<file path="config.mk">
export PLATFORM = sky130hd
export DESIGN_NAME = jt1943_inputs
export DESIGN_NICKNAME = d
export VERILOG_FILES = /design/src/rtl/jt1943_inputs_pkg.sv /design/src/rtl/jt1943_inputs_coin.sv /design/src/rtl/jt1943_inputs.sv
export SDC_FILE = /design/constraint.sdc
export NUM_CORES = 1
export LEC_CHECK = 0
export CAP_MARGIN = 0
export CELL_PAD_IN_SITES_DETAIL_PLACEMENT = 0
export CELL_PAD_IN_SITES_GLOBAL_PLACEMENT = 1
export CORE_UTILIZATION = 45
export DETAILED_ROUTE_END_ITERATION = 10
export GPL_TIMING_DRIVEN = 0
export HOLD_SLACK_MARGIN = 0.08
export PLACE_DENSITY_LB_ADDON = 0.1
export SETUP_SLACK_MARGIN = 0.4
export SYNTH_ARGS = -nofsm -noshare
export SYNTH_HDL_FRONTEND = slang
export SYNTH_SLANG_ARGS = --single-unit
</file>
<file path="constraint.sdc">
create_clock -name clk -period 4.4 [get_ports clk]
set_input_delay 0.44 -clock clk [delete_from_list [all_inputs] [get_ports clk]]
set_output_delay 0.44 -clock clk [all_outputs]
set_load 0.03 [all_outputs]
</file>
<file path="src/rtl/jt1943_inputs_pkg.sv">
// Shared definitions for the 1943 cabinet input conditioner: coin FSM states,
// joystick bit positions, debounce vector layout and the loop-macro helper.
package jt1943_inputs_pkg;

    typedef enum logic [1:0] {
        ST_IDLE  = 2'd0,
        ST_PULSE = 2'd1,
        ST_GAP   = 2'd2
    } coin_state_t;

    localparam int JOY_DIR0 = 0;
    localparam int JOY_DIR3 = 3;
    localparam int JOY_BUT1 = 4;
    localparam int JOY_BUT2 = 5;
    localparam int JOY_BUT3 = 6;

    // Layout of the 19-bit debounce vector
    localparam int BIT_START   = 0;
    localparam int BIT_COIN    = 2;
    localparam int BIT_JOY1    = 4;
    localparam int BIT_JOY2    = 11;
    localparam int BIT_SERVICE = 18;
    localparam int N_DEB       = 19;

    // Button 3 (active low) pulls buttons 1 and 2 low with it.
    function automatic logic [6:0] loop_macro(input logic [6:0] d);
        logic [6:0] r;
        r = d;
        r[JOY_DIR3:JOY_DIR0] = d[JOY_DIR3:JOY_DIR0];
        r[JOY_BUT1] = d[JOY_BUT1] & d[JOY_BUT3];
        r[JOY_BUT2] = d[JOY_BUT2] & d[JOY_BUT3];
        return r;
    endfunction

endpackage

</file>
<file path="src/rtl/jt1943_inputs_coin.sv">
// One coin slot: counts debounced coin insertions into a small saturating queue
// and replays them as frame-timed active-low pulses separated by a minimum gap.
module jt1943_inputs_coin
    import jt1943_inputs_pkg::*;
#(
    parameter int COIN_FRAMES = 4,
    parameter int COIN_GAP    = 8
) (
    input  logic       clk,
    input  logic       rst_n,
    input  logic       frame,
    input  logic       coin,
    output logic       pulse_n,
    output logic [1:0] pend
);

    coin_state_t state_reg, state_next;
    logic [7:0]  cnt_reg, cnt_next;
    logic [1:0]  pend_reg, pend_next;
    logic        out_reg, out_next;
    logic        coin_l_reg;
    logic        fall;
    logic        inc;
    logic        dec;

    // A held switch produces a single falling edge, so it counts once.
    assign fall = coin_l_reg & ~coin;

    always_ff @(posedge clk or negedge rst_n) begin
        if (!rst_n) begin
            state_reg  <= ST_IDLE;
            cnt_reg    <= 8'd0;
            pend_reg   <= 2'd0;
            out_reg    <= 1'b1;
            coin_l_reg <= 1'b1;
        end else begin
            state_reg  <= state_next;
            cnt_reg    <= cnt_next;
            pend_reg   <= pend_next;
            out_reg    <= out_next;
            coin_l_reg <= coin;
        end
    end

    always_comb begin
        state_next = state_reg;
        cnt_next   = cnt_reg;
        out_next   = out_reg;
        dec        = 1'b0;
        inc        = fall && (pend_reg != 2'd3);
        case (state_reg)
            ST_IDLE: begin
                out_next = 1'b1;
                if (pend_reg != 2'd0) begin
                    dec        = 1'b1;
                    state_next = ST_PULSE;
                    cnt_next   = 8'(COIN_FRAMES);
                    out_next   = 1'b0;
                end
            end
            ST_PULSE: begin
                out_next = 1'b0;
                if (frame) begin
                    if (cnt_reg <= 8'd1) begin
                        cnt_next   = 8'(COIN_GAP);
                        state_next = ST_GAP;
                        out_next   = 1'b1;
                    end else begin
                        cnt_next = cnt_reg - 8'd1;
                    end
                end
            end
            ST_GAP: begin
                out_next = 1'b1;
                if (frame) begin
                    if (cnt_reg <= 8'd1) begin
                        cnt_next   = 8'd0;
                        state_next = ST_IDLE;
                    end else begin
                        cnt_next = cnt_reg - 8'd1;
                    end
                end
            end
            default: begin
                state_next = ST_IDLE;
                cnt_next   = 8'd0;
                out_next   = 1'b1;
            end
        endcase

        // Simultaneous insert and dispatch cancel out.
        pend_next = pend_reg;
        if (inc && !dec) begin
            pend_next = pend_reg + 2'd1;
        end else if (dec && !inc) begin
            pend_next = pend_reg - 2'd1;
        end
    end

    assign pulse_n = out_reg;
    assign pend    = pend_reg;

endmodule

</file>
<file path="src/rtl/jt1943_inputs.sv">
// Cabinet input conditioner for jt1943_game: per-bit debounce on a slow tick,
// the button-3 loop macro, and two frame-synchronous coin pulse shapers.
module jt1943_inputs
    import jt1943_inputs_pkg::*;
#(
    parameter int TICK_DIV    = 48000,
    parameter int DEB_TICKS   = 4,
    parameter int COIN_FRAMES = 4,
    parameter int COIN_GAP    = 8
) (
    input  logic       clk,
    input  logic       rst_n,
    input  logic       LVBL,
    input  logic [1:0] start_raw,
    input  logic [1:0] coin_raw,
    input  logic [6:0] joy1_raw,
    input  logic [6:0] joy2_raw,
    input  logic       service_raw,
    output logic [1:0] start_button,
    output logic [1:0] coin_input,
    output logic [6:0] joystick1,
    output logic [6:0] joystick2,
    output logic       service,
    output logic [3:0] coin_pend
);

    localparam logic [2:0]  DEB_LAST = 3'(DEB_TICKS - 1);
    localparam logic [15:0] DIV_LAST = 16'(TICK_DIV - 1);

    logic [N_DEB-1:0] raw;
    logic [N_DEB-1:0] deb_reg, deb_next;
    logic [15:0]      div_reg;
    logic             tick;
    logic             lvbl_l_reg;
    logic             frame;
    logic [1:0]       start_reg;
    logic [6:0]       joy1_reg, joy2_reg;
    logic             service_reg;

    assign raw = {service_raw, joy2_raw, joy1_raw, coin_raw, start_raw};

    assign tick = (div_reg == DIV_LAST);

    always_ff @(posedge clk or negedge rst_n) begin
        if (!rst_n) begin
            div_reg <= 16'd0;
        end else begin
            div_reg <= tick ? 16'd0 : div_reg + 16'd1;
        end
    end

    // The flip happens on the tick that would bring the counter to DEB_TICKS,
    // so the counter itself never needs to hold that value.
    genvar gi;
    generate
        for (gi = 0; gi < N_DEB; gi = gi + 1) begin : g_deb
            logic [2:0] cnt_reg;
            logic       differ;
            logic       flip;

            assign differ        = raw[gi] != deb_reg[gi];
            assign flip          = tick && differ && (cnt_reg == DEB_LAST);
            assign deb_next[gi]  = flip ? raw[gi] : deb_reg[gi];

            always_ff @(posedge clk or negedge rst_n) begin
                if (!rst_n) begin
                    cnt_reg <= 3'd0;
                end else if (tick) begin
                    if (differ && !flip) begin
                        cnt_reg <= cnt_reg + 3'd1;
                    end else begin
                        cnt_reg <= 3'd0;
                    end
                end
            end
        end
    endgenerate

    // Outputs are registered from deb_next so they land with the debounced state.
    always_ff @(posedge clk or negedge rst_n) begin
        if (!rst_n) begin
            deb_reg     <= '1;
            start_reg   <= 2'b11;
            joy1_reg    <= 7'h7f;
            joy2_reg    <= 7'h7f;
            service_reg <= 1'b1;
        end else begin
            deb_reg     <= deb_next;
            start_reg   <= deb_next[BIT_START +: 2];
            joy1_reg    <= loop_macro(deb_next[BIT_JOY1 +: 7]);
            joy2_reg    <= loop_macro(deb_next[BIT_JOY2 +: 7]);
            service_reg <= deb_next[BIT_SERVICE];
        end
    end

    // Reset value 0 keeps a low LVBL at release from looking like a falling edge.
    always_ff @(posedge clk or negedge rst_n) begin
        if (!rst_n) begin
            lvbl_l_reg <= 1'b0;
        end else begin
            lvbl_l_reg <= LVBL;
        end
    end

    assign frame = lvbl_l_reg & ~LVBL;

    generate
        for (gi = 0; gi < 2; gi = gi + 1) begin : g_coin
            jt1943_inputs_coin #(
                .COIN_FRAMES (COIN_FRAMES),
                .COIN_GAP    (COIN_GAP)
            ) u_coin (
                .clk     (clk),
                .rst_n   (rst_n),
                .frame   (frame),
                .coin    (deb_reg[BIT_COIN + gi]),
                .pulse_n (coin_input[gi]),
                .pend    (coin_pend[2*gi +: 2])
            );
        end
    endgenerate

    assign start_button = start_reg;
    assign joystick1    = joy1_reg;
    assign joystick2    = joy2_reg;
    assign service      = service_reg;

endmodule
</file>
# Yosys cells after proc, flatten, opt, wreduce, memory -nomap -nowiden
# Cells that the tools add are included.
[totals]
word_cells = 304
register_bits = 138
in_bits = 22
out_inout_bits = 23
[classes]
mux = 77
bitwise_logic = 10
eq_ne = 55
reduce_logical = 96
order_cmp = 2
n_addsub = 26
[op_table]
columns = ["cell", "count"]
rows = [
  ["8-bit 2-to-1 mux", 10],
  ["1-bit logical AND", 63],
  ["3-bit by 1-bit adder with 3-bit output (second input constant)", 19],
  ["3-bit by 2-bit == test with 1-bit output (second input constant)", 19],
  ["3-bit 2-to-1 mux", 19],
  ["8-bit one-hot mux with 3 select lines", 2],
  ["2-bit 2-to-1 mux", 14],
  ["1-bit 2-to-1 mux", 27],
  ["1-bit logical NOT", 23],
  ["1-bit != test", 19],
  ["16-bit by 1-bit adder with 16-bit output (second input constant)", 1],
  ["16-bit == test (second input constant)", 1],
  ["8-bit by 1-bit <= comparator with 1-bit output (second input constant)", 2],
  ["16-bit 2-to-1 mux", 1],
  ["8-bit by 1-bit subtractor with 8-bit output (second input constant)", 2],
  ["2-bit by 1-bit != test with 1-bit output (second input constant)", 6],
  ["2-bit != test (second input constant)", 6],
  ["2-bit one-hot mux with 3 select lines", 2],
  ["5-bit AND reduction", 2],
  ["2-bit nonzero test", 4],
  ["1-bit AND", 7],
  ["3-bit AND reduction", 2],
  ["2-bit by 1-bit adder with 2-bit output (second input constant)", 2],
  ["2-bit by 1-bit == test with 1-bit output (second input constant)", 2],
  ["other kinds (5)", 11],
]

# Depth between registers and ports, before layout
[depth]
word_depth = 7
mapped_depth = 8
depth_no_buf = 7

# Hierarchy
# From an unflattened synthesis, not the netlist that was laid out.
[hier_totals]
cells_unflattened = 622
area_unflattened_um2 = 6882.9
[by_module_without_submodules]
columns = ["mod", "instances", "area_per_inst_um2", "cells_per_inst"]
rows = [
  ["jt1943_inputs", 1, 5285.1, 466],
  ["jt1943_inputs_coin (g_coin[0].u_coin)", 1, 800.8, 80],
  ["jt1943_inputs_coin (g_coin[1].u_coin)", 1, 797.0, 76],
]

# Worst setup path after synthesis
# No wires, ideal clock.
[synth_timing]
path_type = "register to register"
from = "reg div_reg[0]"
to = "reg div_reg[13]"
required_ns = 4.318
stages_incl_launch_ff = 8
slack_ns = 2.605
setup_time_ns = 0.082
t_arrival_ns = 1.713
path_cell_list = "dfrtp_1 > ha_1 > nand4_1 > and4b_1 > buf_2 > buf_2 > or2_2 > a31oi_1"
[synth_between]
elab_chain_len = 2
[synth_lines]
columns = ["element", "line", "rtl"]
rows = [
  ["start: declaration", "jt1943_inputs.sv:32", "logic [15:0] div_reg;"],
  ["start signal: assignment", "jt1943_inputs.sv:48", "div_reg <= tick ? 16'd0 : div_reg + 16'd1;"],
  ["16-bit by 1-bit adder with 16-bit output / 16-bit == test (equally long branches)", "jt1943_inputs.sv:48, jt1943_inputs.sv:42", ""],
  ["16-bit 2-to-1 mux (*)", "jt1943_inputs.sv:48", ""],
]
# Mark *: on every way between the ends. The rest lies on a longest branch, timed or not.
# A chain may end at the register's enable or synchronous reset.

# Worst setup path after layout
[layout_timing]
from = "reg div_reg[0]"
to = "reg g_deb[18].cnt_reg[0]"
[layout_between]
elab_chain_len = 6
[layout_lines]
columns = ["element", "line", "rtl"]
rows = [
  ["16-bit == test (*)", "jt1943_inputs.sv:42", "assign tick = (div_reg == DIV_LAST);"],
  ["1-bit logical AND (2 in series)", "jt1943_inputs.sv:62", "assign flip = tick && differ && (cnt_reg == DEB_LAST);"],
  ["1-bit logical NOT", "jt1943_inputs.sv:69", "if (differ && !flip) begin"],
  ["1-bit logical AND", "jt1943_inputs.sv:69", ""],
  ["3-bit 2-to-1 mux", "jt1943_inputs.sv:69", ""],
  ["end signal: assignment", "jt1943_inputs.sv:70", "cnt_reg <= cnt_reg + 3'd1;"],
  ["end: declaration", "jt1943_inputs.sv:57", "logic [2:0] cnt_reg;"],
]
# Marked as above.

==> flow_summary.ini <==
[outcome]
status = completed

[drt]
wl_met1_um = 6180
wl_met2_um = 6050
drt-initial-drc-count = 250
drc = 0
top_layer_used = met4
wl_um = 12800
drt.antenna.violating_nets = 0
wl_per_cell_um = 14.4
dr_wl_met3_um = 441
viasPerCell = 5.09
vias = 4532
firstDrtPassIters = 4

[finish]
nNetsFinal = 765
fin_cells = 891
fin_util_pct = 55.8
layout_commonest_cell = dfrtp_1
layout-drive-gt1-share_pct = 15.3
antennaDiodeCount = 0
postLayoutCellArea_um2 = 7710
largest_reg_flops = 57
syn_to_final_growth_pct = 21.1
multi_input_area_um2 = 2820
final_cell_mix = dfrtp_1 (98), nand2_1 (70), inv_1 (52), nor2_1 (52), o21ai_0 (52)
register_area_um2 = 3160
n_fill_cell = 1197

[sta]
finClkSkew_ns = 0.00790
finalCriticalPeriod_ns = 2.48
period_share_pct = 56.4
hold-worst-slack_ns = 0.388
tightest_slew_ns = 0.667
setup_violations = 0
tns_ns = 0
finalWorstSetupSlack_ns = 1.92
max_slew_margin_pct = 55.5
finalMaxSlewViolations = 0
fmax_mhz = 403
hold_viol = 0
rsz0062_at_grt = no

[critical_path]
cp.required_ns = 4.67
crit_fanout = 10
rr_worst_depth = 7
cp-start-kind = register
endpoint_kind = register
cp.arrival_ns = 2.75
critPathKind = reg -> reg

[synth]
syn_area_um2 = 6360
synth_ff_type = dfrtp_1
synth_edf_count = 0
ys_ff_latch = 125
seq_area_frac_synth_pct = 49.7
ys_warn_count = 0
syn_avg_cell_area_um2 = 10.1
syn_nets = 700
synth_cells = 633
synth_cell_types = 49
async_flop_share_pct = 100

[clock_network]
cts_tree = done
clkSlewWorstSetupHoldPaths_ns = 0.05
cts-root-buf = clkbuf_16
clockBufferDepth = 2
cts_made_buffers = 17
ctsResizeCount = 0
postCtsHoldBufs = 1
htreeDepth = 4
clock-sinks = 125
cts_setup_buffers = 0
clk_latency_ns = 0.42

[placed_design]
placed_area_um2 = 7060
dp_hpwl_um = 8600
io_buffers = 44
place_inst = 858
pre_cts_ws_ns = 1.82
gp_congestion = 0.739

[global_route]
grt_pass1_wl_um = 22100
grt_pass1_vias = 4620
grt_use_total_pct = 19.7
grt_overflow = 0
grt_max_degree = 73
antenna_found_initial = 0

[min_path]
hold_depth = 0
min_path_type = reg -> reg

[floorplanning]
row_count = 43
die-area_um2 = 14600
start_util_pct = 46.0
die_h_um = 121
die_x_um = 121
io_pins = 45
coreArea_um2 = 13800

[power_and_ir_drop]
finalPower_mw = 3.89
cellPowerDensity_nw_per_um2 = 504
power.leakage_nw = 3.46
peakVddDrop_uv = 277

[flow_run]
max_cap_viol_count = 0
## where the power goes
group / internal, mW / switching (mW) / total [mW] / leakage, nW
clock: 1.01 / 0.512 / 1.53 / 0.306
sequential: 1.28 / 0.144 / 1.43 / 1.31
combinational: 0.413 / 0.520 / 0.934 / 1.85
## synthesized netlist by cell type (7+ instances only)
cell type,count,area (µm²)
dfrtp_1,98,2450
nand2_1,70,263
inv_1,52,195
nor2_1,52,195
o21ai_0,52,260
nand3_1,46,230
ha_1,45,563
xnor2_1,32,280
dfstp_2,27,709
nand3b_1,19,143
buf_4,15,113
mux2_2,13,146
buf_2,10,50.1
xor2_1,10,87.6
nor3_1,9,45.0
a21oi_1,7,35.0
nor2b_1,7,43.8
## layout make-up
| cell class | count | area share (%) |
|---|---|---|
| repair buffers | 46 | 6.22 |
| multi-input cells | 425 | 36.6 |
| flip-flops and latches | 125 | 41.0 |
| well taps | 180 | 2.92 |
| inverters | 52 | 2.53 |
| plain buffers | 31 | 2.40 |
| clock buffers | 20 | 5.79 |
| clock inverters | 12 | 2.50 |
## per-layer routing
metal / GRT usage (%) / up-vias
met4: 6.79 / 0
met1: 25.1 / 2180
met3: 5.22 / 17
met2: 32.4 / 69
met5: 0 / -
li1: - / 2266
## final timing paths
| path | start | to | slack [ns] |
|---|---|---|---|
| setup / recovery | div_reg[0] | g_deb[18].cnt_reg[0] | 1.92 |
| hold reg to reg | deb_reg[2] | g_coin[0].u_coin.coin_l_reg | 0.39 |
| min in group asynchronous | rst_n | g_coin[1].u_coin.cnt_reg[1] | 0.54 |
| max in group asynchronous | rst_n | joystick1[4] | 3.10 |
| hold / removal | deb_reg[2] | g_coin[0].u_coin.coin_l_reg | 0.39 |
| setup reg to reg | div_reg[0] | g_deb[18].cnt_reg[0] | 1.92 |
## critical path: stages (launching register included)
cell,delay (ns)
dfrtp_1,0.37
ha_1,0.21
nand4_1,0.28
nor2_1,0.21
and4_1,0.20
clkbuf_1,0.44
clkbuf_1,0.46
o21ai_0,0.15
## cell families after synthesis
family	count (synthesis)	share of synthesized area (%)
adders and majority gates	45	8.85
xor gates and xnor gates	42	5.78
muxes	18	3.13
and+or+nand+nor	236	18.8
buffers and inverters	83	5.98
DFF	125	49.7
AOI/OAI and AO/OA	84	7.82
(Power assumes the default switching activity.)
==> RTL change: new RTL, same flow settings <==
The package constant `BIT_JOY1` goes from 4 to 3.
--- a/src/rtl/jt1943_inputs_pkg.sv
+++ b/src/rtl/jt1943_inputs_pkg.sv
@@ -17,7 +17,7 @@
     // Layout of the 19-bit debounce vector
     localparam int BIT_START   = 0;
     localparam int BIT_COIN    = 2;
-    localparam int BIT_JOY1    = 4;
+    localparam int BIT_JOY1    = 3;
     localparam int BIT_JOY2    = 11;
     localparam int BIT_SERVICE = 18;
     localparam int N_DEB       = 19;
Formal check against the unedited RTL: same outputs for any inputs over 10 cycles, from zero or initial values and one cycle with rst_n low; that may be too few to reach the edited logic, so the function may still have changed.
==> RTL change against the original RTL <==
  * Critical path depth unchanged
  * Synthesized area fell by 0.29%
  * Sequential power decreased by 6%
  * Cell count shrank 0.34%
  * Worst setup slack got worse by 61 ps
  * Total power fell by 7.7%
  * Cell area fell by 0.52%
  * Sequential cell count is 4 lower
  * Synthesized cell count fell by 0.32%
  * Routed wire length up 2.4%
  * Utilization is 0.29 points lower
  * Via count grew 2.2%
  * Critical path type unchanged
  * Critical endpoint is now g_deb[0].cnt_reg[0]
  * Highest routed layer unchanged
==> RTL change: results (changes against the original RTL) <==
outcome: complete, no violations (unchanged)
worst hold path stage count: 0 (unchanged)
pin count of the biggest net entering global routing: 65 (was 73)
postcts setup bufs: 0 (unchanged)
Syn Area/Cell: 10.1 um^2 (about the same)
Reg2Reg Setup Slack: 1860 ps (was 1920 ps)
pre-CTS setup slack: 1810 ps (was 1820 ps)
Antenna diodes: 0 (unchanged)
Crit path arrival time: 2870 ps (was 2750 ps)
most frequent cells after synthesis: dfrtp_1, nand2_1, nand3_1, o21ai_0, inv_1 (was dfrtp_1, nand2_1, inv_1, nor2_1, o21ai_0)
GP Congestion: 0.798 (was 0.739)
number of fill cells: 1215 (was 1197)
dpl cells: 855 (was 858)
clk root buf: clkbuf_16 (unchanged)
HP Class: flop to flop (unchanged)
Worst slew margin: 38.9% (was 55.5%)
Longest Clk Path Bufs: 2 (unchanged)
initial DRC count: 549 (was 250)
first-pass GRT wire length: 22.6 mm (was 22.1 mm)
clk_lat worst skew: 420 ps (about the same)
r2r worst-path depth: 7 (unchanged)
Leak: 3.38 nW (was 3.46 nW)
max reg flops: 54 (was 57)
maximum vdd drop: 0.299 mV (was 0.277 mV)
routed wire length: 13.1 mm (was 12.8 mm)
final period utilization: 57.8% (was 56.4%)
Mapped Nets: 696 (was 700)
Max Fanout on Critical Path: 10 (unchanged)
largest area contributor in the netlist: dfrtp_1 (unchanged)
Nets: 760 (was 765)
FFs w/ async S/R, synth: 100% (unchanged)
# port buffers: 43 (was 44)
Area contributors post-synth: dfrtp_1, dfstp_2, ha_1, nand3_1, o21ai_0 (was dfrtp_1, dfstp_2, ha_1, xnor2_1, nand2_1)
sequential area share after synthesis: 48.2% (was 49.7%)
synth unique cells: 56 (was 49)
H-tree depth: 4 (unchanged)
Yosys Warn Count: 0 (unchanged)
share of cells above drive strength 1: 15.7% (was 15.3%)
drt first pass iters: 5 (was 4)
clock skew: 7.60 ps (was 7.90 ps)
HPWL Detailed: 8.74 mm (was 8.60 mm)
via count: 4632 (was 4532)
setup violators final: 0 (unchanged)
initial antenna violation count: 0 (unchanged)
All-Layer GR Usage: 20.1% (was 19.7%)
CTS Buf Count: 17 (unchanged)
total grt overflow: 0 (unchanged)
maximum clock frequency: 0.394 GHz (was 0.403 GHz)
final cell count without fillers: 888 (was 891)
Worst-path clk slew: 50 ps (about the same)
[RTL change: cell types whose count changed in the layout (fill, tap and decap cells not counted), sizes merged, moves of 4 or more]
cell    unedited run  this run
nor2              54        35
nand3             46        55
nor2b              7         1
xnor2             32        26
a22oi              0         4
buf               27        31
clkinv             4         8
nor3               9         5
or3                4         8
[RTL change: power by group]
part,internal (mW),leakage [nW],switching (mW)
clock,0.972,0.312,0.502
sequential,1.22,1.25,0.123
combinational,0.327,1.82,0.437
[RTL change: worst paths after layout]
check | end | startpoint
setup / recovery | g_deb[0].cnt_reg[0] | div_reg[0]
hold / removal | g_coin[0].u_coin.coin_l_reg | deb_reg[2]
setup reg to reg | g_deb[0].cnt_reg[0] | div_reg[0]
hold reg to reg | g_coin[0].u_coin.coin_l_reg | deb_reg[2]
max in group asynchronous | joystick2[3] | rst_n
min in group asynchronous | g_coin[1].u_coin.cnt_reg[6] | rst_n
[RTL change: layer usage]
metal  vias up  part of all wire [%]  GRT usage (%)  wire length, um
met5         -                     0              0                0
met4         0                   1.3           7.41              175
met3        14                   4.0           5.19              522
met2        83                    46           31.0             6090
met1      2248                    48           27.1             6360
li1       2287                     -              -                -
[RTL change: what timing repair did]
action                    CTS  global route
hold endpoints to repair   42             0
resized for setup           0             0
hold buffers                1             0
[RTL change: cells by family after synthesis]
logic type	count (synthesis)	share of synthesized area (%)
AND/OR/NAND/NOR	223	18.5
flip-flops	121	48.2
AO/OA/AOI/OAI	103	10.4
buffers and inverters	88	6.51
adder cells (fa/ha/maj)	44	8.64
XOR/XNOR	37	5.11
multiplexers	15	2.60
[RTL change: cell type report]
class / instances / area share [%]
repair buffers: 45 / 6.12
flip-flops and latches: 121 / 39.9
multi-input cells: 422 / 37.5
inverters: 53 / 2.59
plain buffers: 35 / 2.79
clock inverters: 13 / 2.28
clock buffers: 19 / 5.91
well taps: 180 / 2.94
[RTL change: worst max-delay path, cell delays in order (launching register included)]
cell     delay (ps)
dfrtp_1         390
ha_1            320
nand4_1         200
nor4_4          790
buf_6           250
buf_2           290
nand3_1         130
o21ai_0          90
[RTL change: metrics by stage]
step | cell area [um^2] | TNS (ps) | hold WS [ps]
detailed placement | 7030 | 0 | 382
global placement | 7000 | -204080 | 380
CTS | 7670 | 0 | 391
global route | 7670 | 0 | 398
floorplan | 6350 | 0 | 144
finish | 7670 | 0 | 390
